$ cat config.mk
export PLATFORM = sky130hd
export DESIGN_NAME = arb_alloc_param
export DESIGN_NICKNAME = d
export VERILOG_FILES = /design/src/rtl/arb_alloc_param.sv
export SDC_FILE = /design/constraint.sdc
export NUM_CORES = 1
export LEC_CHECK = 0
export ABC_AREA = 0
export CORE_MARGIN = 2
export CORE_UTILIZATION = 65
export DETAILED_ROUTE_END_ITERATION = 6
export GPL_ROUTABILITY_DRIVEN = 0
export PLACE_DENSITY = 0.87
export RECOVER_POWER = 100
export SYNTH_ARGS = -nofsm -noshare
export SYNTH_HDL_FRONTEND = slang
export SYNTH_SLANG_ARGS = --single-unit
$ cat constraint.sdc
create_clock -name clk -period 9 [get_ports clk]
set_input_delay 1.8 -clock clk [delete_from_list [all_inputs] [get_ports clk]]
set_output_delay 1.8 -clock clk [all_outputs]
set_load 0.005 [all_outputs]
$ cat src/rtl/arb_alloc_param.sv
// arb_alloc_param: switch allocator for a 5-port YX-routed mesh router.
//
// Each output port owns a two-state (idle/busy) allocator. In idle it picks one
// requesting input by round-robin and locks that input for a whole packet. In
// busy it forwards the owner's flits while downstream credits are available.
//
// Port numbering: 0=N, 1=S, 2=W, 3=E, 4=L. Select fields are 3 bits wide.
//
// Ports:
//   clk           clock, rising edge
//   reset         asynchronous, active-low reset
//   yx_pos_i      this router's position {Y, X}
//   in_valid_i    per input: FIFO head valid
//   in_dest_i     per input: destination of the head flit (ADDR_W bits per slice)
//   credit_ret_i  per output: downstream freed one slot
//   in_read_o     per input: pop the input FIFO this cycle
//   out_valid_o   per output: flit driven this cycle
//   out_sel_o     per output: crossbar select (winning input), 3 bits per slice
//   in_route_o    per input: locked output, 7 when unlocked, 3 bits per slice
//   credit_err_o  per output: sticky credit-overflow flag
module arb_alloc_param #(
  parameter int unsigned ADDR_W     = 8,
  parameter int unsigned PKT_LEN    = 4,
  parameter int unsigned CREDIT_MAX = 4
) (
  input  logic                  clk,
  input  logic                  reset,
  input  logic [ADDR_W-1:0]     yx_pos_i,
  input  logic [4:0]            in_valid_i,
  input  logic [5*ADDR_W-1:0]   in_dest_i,
  input  logic [4:0]            credit_ret_i,
  output logic [4:0]            in_read_o,
  output logic [4:0]            out_valid_o,
  output logic [14:0]           out_sel_o,
  output logic [14:0]           in_route_o,
  output logic [4:0]            credit_err_o
);

  localparam int unsigned NPORT = 5;
  localparam int unsigned SELW  = 3;
  localparam int unsigned HALF  = ADDR_W / 2;

  localparam logic [7:0] LAST_CNT = 8'(PKT_LEN - 1);
  localparam logic [3:0] CRED_MAX = 4'(CREDIT_MAX);

  typedef enum logic {StIdle, StBusy} state_e;

  // Wraps a sum of two values in 0..4 back into 0..4.
  function automatic logic [2:0] f_mod5(input logic [3:0] v);
    return (v >= 4'd5) ? 3'(v - 4'd5) : v[2:0];
  endfunction

  // Per-output state
  state_e      r_state  [NPORT];
  state_e      w_state_nxt [NPORT];
  logic [2:0]  r_rr     [NPORT];
  logic [2:0]  w_rr_nxt [NPORT];
  logic [2:0]  r_owner  [NPORT];
  logic [2:0]  w_owner_nxt [NPORT];
  logic [7:0]  r_cnt    [NPORT];
  logic [7:0]  w_cnt_nxt [NPORT];
  logic [3:0]  r_credit [NPORT];
  logic [3:0]  w_credit_nxt [NPORT];
  logic [4:0]  r_err;
  logic [4:0]  w_err_nxt;

  // Combinational helpers
  logic [ADDR_W-1:0] w_dest  [NPORT];
  logic [2:0]        w_route [NPORT];
  logic [4:0]        w_locked;
  logic [2:0]        w_lock_port [NPORT];
  logic [4:0]        w_req [NPORT];
  logic [4:0]        w_any;
  logic [2:0]        w_win [NPORT];
  logic [4:0]        w_rd;

  // YX route per input. Unlocked inputs only use this for requests, so a
  // locked input's stale destination field is harmless.
  always_comb begin
    for (int i = 0; i < NPORT; i++) begin
      w_dest[i] = in_dest_i[i*ADDR_W +: ADDR_W];
      if (w_dest[i][ADDR_W-1 -: HALF] < yx_pos_i[ADDR_W-1 -: HALF]) begin
        w_route[i] = 3'd0;
      end else if (w_dest[i][ADDR_W-1 -: HALF] > yx_pos_i[ADDR_W-1 -: HALF]) begin
        w_route[i] = 3'd1;
      end else if (w_dest[i][HALF-1:0] < yx_pos_i[HALF-1:0]) begin
        w_route[i] = 3'd2;
      end else if (w_dest[i][HALF-1:0] > yx_pos_i[HALF-1:0]) begin
        w_route[i] = 3'd3;
      end else begin
        w_route[i] = 3'd4;
      end
    end
  end

  // Input lock state is derived from the busy outputs' owner registers, so an
  // input can never be held by two outputs at once.
  always_comb begin
    w_locked = '0;
    for (int i = 0; i < NPORT; i++) begin
      w_lock_port[i] = 3'd7;
      for (int p = 0; p < NPORT; p++) begin
        if (r_state[p] == StBusy && r_owner[p] == 3'(i)) begin
          w_locked[i]    = 1'b1;
          w_lock_port[i] = 3'(p);
        end
      end
    end
  end

  // Requests and round-robin winner per output. The scan runs from the
  // furthest offset down so the nearest requester after rr ends up winning.
  always_comb begin
    w_any = '0;
    for (int p = 0; p < NPORT; p++) begin
      w_win[p] = 3'd0;
      for (int i = 0; i < NPORT; i++) begin
        w_req[p][i] = in_valid_i[i] & ~w_locked[i] & (w_route[i] == 3'(p));
      end
      for (int k = NPORT - 1; k >= 0; k--) begin
        if (w_req[p][f_mod5(4'(r_rr[p]) + 4'(k))]) begin
          w_any[p] = 1'b1;
          w_win[p] = f_mod5(4'(r_rr[p]) + 4'(k));
        end
      end
    end
  end

  // A busy output moves a flit when its owner has data and a credit remains.
  always_comb begin
    for (int p = 0; p < NPORT; p++) begin
      w_rd[p] = (r_state[p] == StBusy) & in_valid_i[r_owner[p]] & (r_credit[p] != 4'd0);
    end
  end

  // Next-state logic
  always_comb begin
    w_err_nxt = r_err;
    for (int p = 0; p < NPORT; p++) begin
      w_state_nxt[p]  = r_state[p];
      w_rr_nxt[p]     = r_rr[p];
      w_owner_nxt[p]  = r_owner[p];
      w_cnt_nxt[p]    = r_cnt[p];
      w_credit_nxt[p] = r_credit[p];

      unique case (r_state[p])
        StIdle: begin
          if (w_any[p] && r_credit[p] != 4'd0) begin
            w_state_nxt[p] = StBusy;
            w_owner_nxt[p] = w_win[p];
          end
        end
        StBusy: begin
          if (w_rd[p]) begin
            if (r_cnt[p] == LAST_CNT) begin
              w_state_nxt[p] = StIdle;
              w_cnt_nxt[p]   = 8'd0;
              w_rr_nxt[p]    = f_mod5({1'b0, r_owner[p]} + 4'd1);
            end else begin
              w_cnt_nxt[p] = r_cnt[p] + 8'd1;
            end
          end
        end
        default: begin
          w_state_nxt[p] = StIdle;
        end
      endcase

      // Send and return in the same cycle cancel out.
      if (w_rd[p] && !credit_ret_i[p]) begin
        w_credit_nxt[p] = r_credit[p] - 4'd1;
      end else if (!w_rd[p] && credit_ret_i[p]) begin
        if (r_credit[p] == CRED_MAX) begin
          w_err_nxt[p] = 1'b1;
        end else begin
          w_credit_nxt[p] = r_credit[p] + 4'd1;
        end
      end
    end
  end

  // State registers
  always_ff @(posedge clk or negedge reset) begin
    if (!reset) begin
      for (int p = 0; p < NPORT; p++) begin
        r_state[p]  <= StIdle;
        r_rr[p]     <= 3'd0;
        r_owner[p]  <= 3'd0;
        r_cnt[p]    <= 8'd0;
        r_credit[p] <= CRED_MAX;
      end
      r_err <= '0;
    end else begin
      for (int p = 0; p < NPORT; p++) begin
        r_state[p]  <= w_state_nxt[p];
        r_rr[p]     <= w_rr_nxt[p];
        r_owner[p]  <= w_owner_nxt[p];
        r_cnt[p]    <= w_cnt_nxt[p];
        r_credit[p] <= w_credit_nxt[p];
      end
      r_err <= w_err_nxt;
    end
  end

  // Outputs. All are functions of reset-cleared registers, so they take their
  // reset values as soon as reset falls.
  always_comb begin
    in_read_o    = '0;
    out_valid_o  = w_rd;
    out_sel_o    = '0;
    in_route_o   = '0;
    credit_err_o = r_err;
    for (int p = 0; p < NPORT; p++) begin
      if (r_state[p] == StBusy) begin
        out_sel_o[p*SELW +: SELW] = r_owner[p];
      end
      for (int i = 0; i < NPORT; i++) begin
        if (w_rd[p] && r_owner[p] == 3'(i)) begin
          in_read_o[i] = 1'b1;
        end
      end
    end
    for (int i = 0; i < NPORT; i++) begin
      in_route_o[i*SELW +: SELW] = w_lock_port[i];
    end
  end

endmodule

==> flow_summary_export.csv, run 1 <==
group,metric,value,unit
route,drtAntennaViolNets,0,
route,post-route-drc-count,0,
global_routing,overflow,0,
synth,synthArstFlopShare,100,%
critical_path,required,7200,ps
global_routing,gr-max-usage-layer,"met2",
layout,nFillCells,1515,
sta,final.min_clock_period,7480,ps
layout,final_common_cell,"ha_1",
sta,holdWs,474,ps
die,die_w,144,um
sta,setup_tns,0,ps
synth,yosysUniqueCellTypes,119,
synth,synth_edf_count,0,
clock_tree,clk_pin_slew_worst_paths,70,ps
clock_tree,cts_buffers,9,
route,routed_via_density,6.64,
critical_path,critPathArrivalTime,5680,ps
clock_tree,holdBufCountCts,0,
die,start_util,66.1,%
placed_design,io_buffers,104,
synth,synthFlopType,"dfrtp_1",
clock_tree,clock_latency,360,ps
clock_tree,clockRootBuffer,"clkbuf_16",
clock_tree,clockBufferDepth,2,
power_and_ir_drop,peakVddDrop,0.267,mV
layout,multi_input_area,9580,um^2
hold_path,hold_class,"reg2reg",
clock_tree,htree_levels,3,
power_and_ir_drop,p_leak,5.99,nW
sta,slew_headroom,-91.7,%
sta,rsz0062_at_grt,"no",
critical_path,cpMostUsedCell,"dlygate4sd3_1",
synth,synth.avg_cell_area,8.37,um^2
synth,ys_warn_count,0,
die,row_count,51,
route,wl,35800,um
sta,slew_viol_final,103,
critical_path,worst-path-buf-inv,3,
critical_path,cp_max_fo,10,
global_routing,use_met1,44.9,%
sta,worst_slew_pin_slew,2880,ps
layout,final_cell_mix,"142 x ha_1, 112 x nand2_1, 106 x inv_1",
outcome,violations,"capacitance limit, slew limit",
route,drt_iter0_markers,1170,
synth,synth_nets,1744,
route,vias,12514,
synth,synth.cell_area,12800,um^2
sta,skew,10.7,ps
clock_tree,cts_setup_buffers,0,
job,drv_cap,3,
outcome,status,"finished, violations left",
clock_tree,cts_tree,"yes",
power_and_ir_drop,powerDensity,357,nW/um^2
layout,syn_to_final_growth,10.5,%
global_routing,grt_use_met2,55.4,%
critical_path,path_cells,"dlygate4sd3_1 -> mux4_2 -> o21ai_0 -> clkinv_1 -> a222oi_1 -> nand2_1 -> dlygate4sd3_1",
power_and_ir_drop,power,5.05,mW
global_routing,track_usage,34.5,%
critical_path,crit_slowest_cell,"o21ai_0",
layout,regArea,2510,um^2
layout,nNetsFinal,1824,
global_routing,grt_pass1_wl,57800,um
global_routing,antenna_found_initial,0,
global_routing,grt_pass1_vias,11738,
placed_design,post-dp-hpwl,28100,um
global_routing,use_met3,6.99,%
synth,synthCells,1532,
route,first_pass_iters,5,
critical_path,crit_family,"buffers and inverters",
sta,fmax,0.134,GHz
clock_tree,cts_sinks,100,
layout,post_route_cells_drive_above_1_share,7.36,%
global_routing,grt_max_degree,55,
synth,synth-seq-area-share,19.6,%
critical_path,setup.worst_path.start_class,"input pin",
critical_path,slowest_delay,840,ps
sta,setup_violations,0,
route,wire_per_inst,19.0,um
die,io_pins,105,
critical_path,criticalPathCategory,"in2out",
synth,yosys_register_bits,100,
sta,fin_crit_sh,83.1,%
die,fp.dieH,144,um
sta,hold_viol,0,
layout,fin_util,73.1,%
clock_tree,cts_resized,0,
critical_path,critPathCaptureType,"output port",
die,fp.coreArea,19400,um^2
die,dieArea,20900,um^2
flip-flops by register name, summed over array words and instances, names as in the netlist:
signal and count:
r_credit 20, r_cnt 40, credit_err_o 5, r_rr 15
r_state 5, r_owner 15
kinds of logic after synthesis:
| kind of cell | after synthesis | share of synthesized area [%] |
|---|---|---|
| xor gates and xnor gates | 75 | 5.12 |
| DFF | 100 | 19.6 |
| buffers and inverters | 152 | 5.06 |
| muxes | 86 | 7.72 |
| adders and majority gates | 152 | 15.4 |
| AOI/OAI and AO/OA | 429 | 23.8 |
| and+or+nand+nor | 538 | 23.3 |
per-stage QoR:
stage,area [um^2],worst slack [ps],instances
global placement,14000,2230,1866
global route,14200,1330,1882
finish,14200,1520,1884
floorplan,12800,3810,1532
CTS,14300,2200,1882
detailed placement,14000,2200,1866
cell type report:
class	instances	share of cell area, %
multi-input combinational	1280	67.6
sequential	100	17.7
clock buffer	10	1.62
clock inverter	6	0.327
tap	265	2.34
timing repair buffer	107	7.40
antenna	2	0.0353
inverter	114	3.02
report_power, final:
part / switching [mW] / leakage, nW / total, mW / internal (mW)
Clock: 0.186 / 0.130 / 0.376 / 0.190
Combinational: 2.15 / 4.64 / 3.75 / 1.61
Sequential: 0.303 / 1.22 / 0.926 / 0.623
Total: 2.63 / 5.99 / 5.05 / 2.42
metal layers:
layer	up-vias	wire (um)
met5	-	0
met4	0	1610
met3	144	3320
met2	626	16000
met1	5865	14800
li1	5879	-
final timing paths:
| path | from | endpoint | slack, ps | cells after the start |
|---|---|---|---|---|
| max | in_valid_i[2] | in_read_o[3] | 1520 | 7 |
| min | credit_err_o[3]$_DFFE_PN0P_ | credit_err_o[3]$_DFFE_PN0P_ | 470 | 1 |
| max reg2reg | r_owner[2]$_DFFE_PN0P_ | r_owner[7]$_DFFE_PN0P_ | 4400 | 11 |
| min reg2reg | credit_err_o[3]$_DFFE_PN0P_ | credit_err_o[3]$_DFFE_PN0P_ | 470 | 1 |
| max in group asynchronous | reset | r_owner[11]$_DFFE_PN0P_ | 3100 | 2 |
| min in group asynchronous | reset | r_credit[11]$_DFFE_PN0P_ | 2210 | 1 |
synth_stat cells (all sizes together) (6+ instances only):
cell    instances  area (um^2)
clkbuf         22          114
nor2           95          357
buf            16          108
dfrtp          95         2380
o21bai          6         45.0
a211oi         16          143
nor3           40          220
o22a            8         70.1
a31o           15          131
o22ai          16          106
nand3b         22          180
inv           110          413
a21boi          6         45.1
or4b            6         63.8
xnor2          69          604
a21o           19          146
nand4          41          308
mux2           25          289
or3             8         51.3
nand2b         28          175
ha            142         1780
o21ai          73          373
mux2i          55          567
and3           25          156
mux4            6          135
a211o           9         78.8
o211ai         24          200
and2           26          165
a22oi          16          139
nand3          67          363
a21oi         107          543
xor2            6         52.6
fa             10          200
and4           10         87.6
nor4           10         75.1
nand2         113          427
a31oi          35          219
nor2b          22          138
o21a           12         90.1
o31ai           8         60.1
Note: power is estimated with default switching activity, not from simulation.
==> run 2: changes to the inputs <==
- CORE_UTILIZATION: 65 -> 61
- PLACE_DENSITY: 0.87 -> 0.82
- clock period: 9 -> 7.1 ns (I/O delays scaled with it)
==> run 2 against run 1 <==
The flow finishes with violations (DRC, capacitance limit, slew limit); non-clock buffer count unchanged; power increased by 26%; cell count increased by 0.42%; utilization decreased by 4.9 points; critical path depth unchanged; combinational power increased by 26%; count of clock-buffer cells in the layout decreased by 1; sequential share of layout area about the same; clock skew increased by 3.2 ps; clock power increased by 31%; wire length increased by 1.7%.
==> flow_summary_export.csv, run 2 (synthesis gave the netlist of run 1 again) <==
group,metric,value,unit
outcome,status,"finished, violations left",
outcome,violations,"DRC, capacitance limit, slew limit",
sta,setup_tns,0,ps
placed_design,dpl_cell_area,14000,um^2
layout,top_regs,"r_cnt x40, r_credit x20",
global_routing,grt_pass1_wl,59300,um
power_and_ir_drop,powerDensity,450,nW/um^2
global_routing,antenna_found_initial,1,
sta,skew,13.9,ps
global_routing,track_usage,32.9,%
layout,nNetsFinal,1824,
clock_tree,clk_pin_slew_worst_paths,70,ps
sta,setup_violations,0,
layout,antennaDiodeCount,0,
sta,holdWs,460,ps
route,first_pass_iters,7,
layout,final_cell_mix,"142 x ha_1, 112 x nand2_1, 106 x inv_1",
layout,regArea,2510,um^2
clock_tree,cts_resized,0,
sta,fmax,0.156,GHz
sta,slew_viol_final,103,
critical_path,required,5680,ps
global_routing,overflow,0,
critical_path,cp_max_fo,10,
sta,slew_headroom,-87.1,%
clock_tree,holdBufCountCts,0,
layout,nFillCells,1716,
power_and_ir_drop,power,6.39,mW
clock_tree,cts_sinks,100,
job,drv_cap,2,
die,start_util,61.6,%
critical_path,setup.worst_path.start_class,"input pin",
critical_path,path_cells,"dlygate4sd3_1 -> mux4_2 -> o21ai_0 -> clkinv_1 -> a222oi_1 -> nand2_1 -> clkdlybuf4s50_1",
layout,fin_area,14200,um^2
layout,final_common_cell,"ha_1",
route,vias,12453,
route,wire_per_inst,19.2,um
sta,worst_slack,676,ps
placed_design,placedCellCount,1876,
layout,top_register,"r_cnt",
sta,fin_crit_sh,90.5,%
critical_path,criticalPathCategory,"in2out",
critical_path,slowest_delay,740,ps
power_and_ir_drop,peakVddDrop,0.322,mV
die,fp.dieH,149,um
layout,fin_cells,1892,
die,die_w,149,um
die,io_pins,105,
die,row_count,53,
route,post-route-drc-count,20,
sta,worst_slew_pin_slew,2810,ps
sta,final.min_clock_period,6420,ps
placed_design,place_ws,1110,ps
placed_design,io_buffers,104,
critical_path,worst-path-buf-inv,3,
clock_tree,cts_tree,"yes",
clock_tree,cts_setup_buffers,0,
route,drt_iter0_markers,1182,
clock_tree,clock_latency,370,ps
sta,hold_viol,0,
clock_tree,clockRootBuffer,"clkbuf_16",
route,wl,36400,um
layout,post_route_cells_drive_above_1_share,7.48,%
hold_path,hold_class,"reg2reg",
clock_tree,clockBufferDepth,2,
die,fp.coreArea,20800,um^2
layout,largest_reg_flops,40,
power_and_ir_drop,p_leak,5.99,nW
critical_path,crit_family,"buffers and inverters",
global_routing,grt_pass1_vias,11765,
critical_path,critPathCaptureType,"output port",
layout,fin_util,68.2,%
global_routing,grt_max_degree,55,
layout,syn_to_final_growth,10.7,%
placed_design,post-dp-hpwl,28700,um
critical_path,crit_slowest_cell,"dlygate4sd3_1",
clock_tree,htree_levels,3,
die,dieArea,22200,um^2
route,routed_via_density,6.58,
route,drtAntennaViolNets,0,
clock_tree,cts_buffers,9,
sta,rsz0062_at_grt,"no",
layout,multi_input_area,9600,um^2
critical_path,critPathArrivalTime,5000,ps
## run 2: power breakdown
part           switching [mW]  internal (mW)  total, mW
registers               0.388          0.790       1.18
logic                    2.69           2.04       4.72
clock network           0.247          0.243      0.491
total                    3.32           3.07       6.39
## run 2: layer usage
| layer | track usage (%) | vias up | share of wire (%) |
|---|---|---|---|
| li1 | - | 5872 | - |
| met1 | 43.1 | 5873 | 42 |
| met5 | 0 | - | 0.033 |
| met3 | 5.23 | 130 | 7.8 |
| met4 | 13.5 | 2 | 4.3 |
| met2 | 54.2 | 576 | 46 |
## run 2: area by class of cell
class,count,share of cell area [%]
multi-input combinational,1280,67.6
sequential,100,17.7
timing repair buffer,107,7.36
inverter,114,3.01
tap,275,2.42
clock buffer,9,1.59
clock inverter,7,0.405
## run 2: final timing paths
path / depth (start not counted) / startpoint / endpoint / slack [ps]
min reg2reg: 1 / credit_err_o[2]$_DFFE_PN0P_ / credit_err_o[2]$_DFFE_PN0P_ / 460
min in group asynchronous: 1 / reset / r_cnt[39]$_DFFE_PN0P_ / 1890
max: 7 / in_valid_i[2] / in_read_o[3] / 680
max reg2reg: 11 / r_owner[12]$_DFFE_PN0P_ / r_owner[12]$_DFFE_PN0P_ / 2630
min: 1 / credit_err_o[2]$_DFFE_PN0P_ / credit_err_o[2]$_DFFE_PN0P_ / 460
max in group asynchronous: 2 / reset / credit_err_o[1]$_DFFE_PN0P_ / 1570
==> run 3: changes to the inputs <==
- CORE_UTILIZATION: 61 -> 53
- CTS_CLUSTER_SIZE: default -> 8
- PLACE_DENSITY: 0.82 -> 0.73
==> run 3 against run 2 <==
The run ends with capacitance limit, slew limit left; first-iteration DRC count is 2.3% lower; power is 0.69% higher; largest power group unchanged; hold slack better by 3.1 ps; critical path type unchanged.
==> flow_summary_export.csv, run 3 (synthesis gave the netlist of run 1 again) <==
group,metric,value,unit
outcome,status,"finished, violations left",
outcome,violations,"capacitance limit, slew limit",
clock_tree,cts_resized,0,
critical_path,critPathCaptureType,"output port",
route,routed_via_density,6.31,
critical_path,criticalPathCategory,"in2out",
critical_path,path_cells,"dlygate4sd3_1 -> mux4_2 -> o21ai_0 -> inv_1 -> a22oi_1 -> nand2_1 -> dlygate4sd3_1",
die,fp.coreArea,23600,um^2
critical_path,setup.worst_path.start_class,"input pin",
clock_tree,clockRootBuffer,"clkbuf_16",
sta,skew,8.33,ps
power_and_ir_drop,p_sw_share,52.0,%
clock_tree,cts_setup_buffers,0,
hold_path,hold_start,"credit_err_o[3]$_DFFE_PN0P_",
critical_path,cpMostUsedCell,"dlygate4sd3_1",
critical_path,crit_start,"in_valid_i[2]",
route,first_pass_iters,5,
layout,top_register,"r_cnt",
critical_path,required,5680,ps
sta,setup_tns,0,ps
clock_tree,clock_latency,360,ps
layout,fin_util,60.5,%
sta,fmax,0.161,GHz
die,row_count,56,
layout,fin_cells,1937,
clock_tree,cts_buffers,9,
critical_path,crit_slowest_cell,"o21ai_0",
clock_tree,clockBufferDepth,2,
clock_tree,holdBufCountCts,0,
die,fp.dieH,160,um
layout,top_regs,"r_cnt x40, r_credit x20",
die,io_pins,105,
hold_path,holdPathStages,1,
critical_path,rrSetupSlack,2350,ps
global_routing,grt_pass1_vias,11468,
power_and_ir_drop,p_leak,6.01,nW
sta,worst_slew_pin_slew,2120,ps
global_routing,antenna_found_initial,2,
placed_design,placedCellCount,1920,
power_and_ir_drop,peakVddDrop,0.327,mV
power_and_ir_drop,powerDensity,451,nW/um^2
critical_path,rr_worst_depth,11,
sta,final.min_clock_period,6200,ps
critical_path,crit_family,"buffers and inverters",
layout,largest_reg_flops,40,
route,vias,12224,
layout,syn_to_final_growth,11.3,%
power_and_ir_drop,p_comb_share,73.9,%
route,wl,36700,um
power_and_ir_drop,pwr-share-seq,18.1,%
clock_tree,htree_levels,3,
layout,final_common_cell,"ha_1",
layout,nNetsFinal,1824,
power_and_ir_drop,p_int,3.09,mW
critical_path,critPathArrivalTime,4780,ps
clock_tree,cts_sinks,100,
global_routing,track_usage,28.5,%
layout,post_route_cells_drive_above_1_share,7.67,%
critical_path,worstReg2RegEnd,"r_owner[9]$_DFFE_PN0P_",
sta,rsz0062_at_grt,"no",
sta,setup_violations,0,
global_routing,overflow,0,
sta,hold_viol,0,
route,post-route-drc-count,0,
route,drt_iter0_markers,1155,
route,drtAntennaViolNets,0,
clock_tree,clk_pin_slew_worst_paths,80,ps
placed_design,place_ws,1160,ps
die,dieArea,25500,um^2
critical_path,timing.rr.start,"r_owner[10]$_DFFE_PN0P_",
sta,worst_slack,898,ps
hold_path,hold_class,"reg2reg",
global_routing,grt_max_degree,68,
die,start_util,54.3,%
clock_tree,cts_tree,"yes",
critical_path,slowest_delay,830,ps
job,drv_cap,3,
hold_path,min_to,"credit_err_o[3]$_DFFE_PN0P_",
power_and_ir_drop,switchingPower,3.35,mW
layout,final_cell_mix,"142 x ha_1, 112 x nand2_1, 106 x inv_1",
placed_design,io_buffers,104,
placed_design,post-dp-hpwl,29200,um
die,die_w,160,um
layout,nFillCells,2123,
sta,slew_headroom,-45.2,%
power_and_ir_drop,pwr-share-clk,8.0,%
route,wire_per_inst,18.9,um
global_routing,grt_pass1_wl,59800,um
critical_path,worst-path-buf-inv,3,
sta,fin_crit_sh,87.4,%
critical_path,cp_max_fo,8,
sta,slew_viol_final,109,
power_and_ir_drop,power,6.44,mW
-- run 3: through the flow --
stage | cell area [um^2] | hold WS [ps]
2_1_floorplan | 12800 | 438
3_3_place_gp | 14100 | 454
3_5_place_dp | 14100 | 458
4_1_cts | 14400 | 473
5_1_grt | 14300 | 491
6_report | 14300 | 463
-- run 3: how the worst max path moves through the flow --
stage	to	cells after the start
after floorplan	in_read_o[3]	5
after global placement	in_read_o[3]	7
after detailed placement	in_read_o[3]	7
after CTS	in_read_o[3]	7
after global routing	in_read_o[3]	7
final	in_read_o[3]	7
-- run 3: final cells by class --
cell class,count,area (um^2),area share (%)
Clock inverter,6,65.1,0.456
Clock buffer,10,239,1.67
Multi-Input combinational cell,1280,9590,67.1
Inverter,114,428,3.00
Tap cell,319,399,2.80
Sequential cell,100,2510,17.6
Timing Repair Buffer,107,1050,7.36
Antenna cell,1,2.50,0.0175
-- run 3: per-layer routing --
metal	vias to the layer above	global-route usage, %	wire [um]
li1	5867	-	-
met3	79	3.88	2550
met2	481	45.2	16300
met4	2	9.01	1080
met5	-	0	14
met1	5795	40.1	16700
-- run 3: power groups by stage --
stage | logic [mW] | clock network, mW | registers [mW]
3_5_place_dp | 4.75 | 0 | 1.17
5_1_grt | 5.23 | 0.545 | 1.22
2_1_floorplan | 3.67 | 0 | 0.983
3_3_place_gp | 4.65 | 0 | 1.17
4_1_cts | 4.78 | 0.522 | 1.16
6_report | 4.75 | 0.515 | 1.17
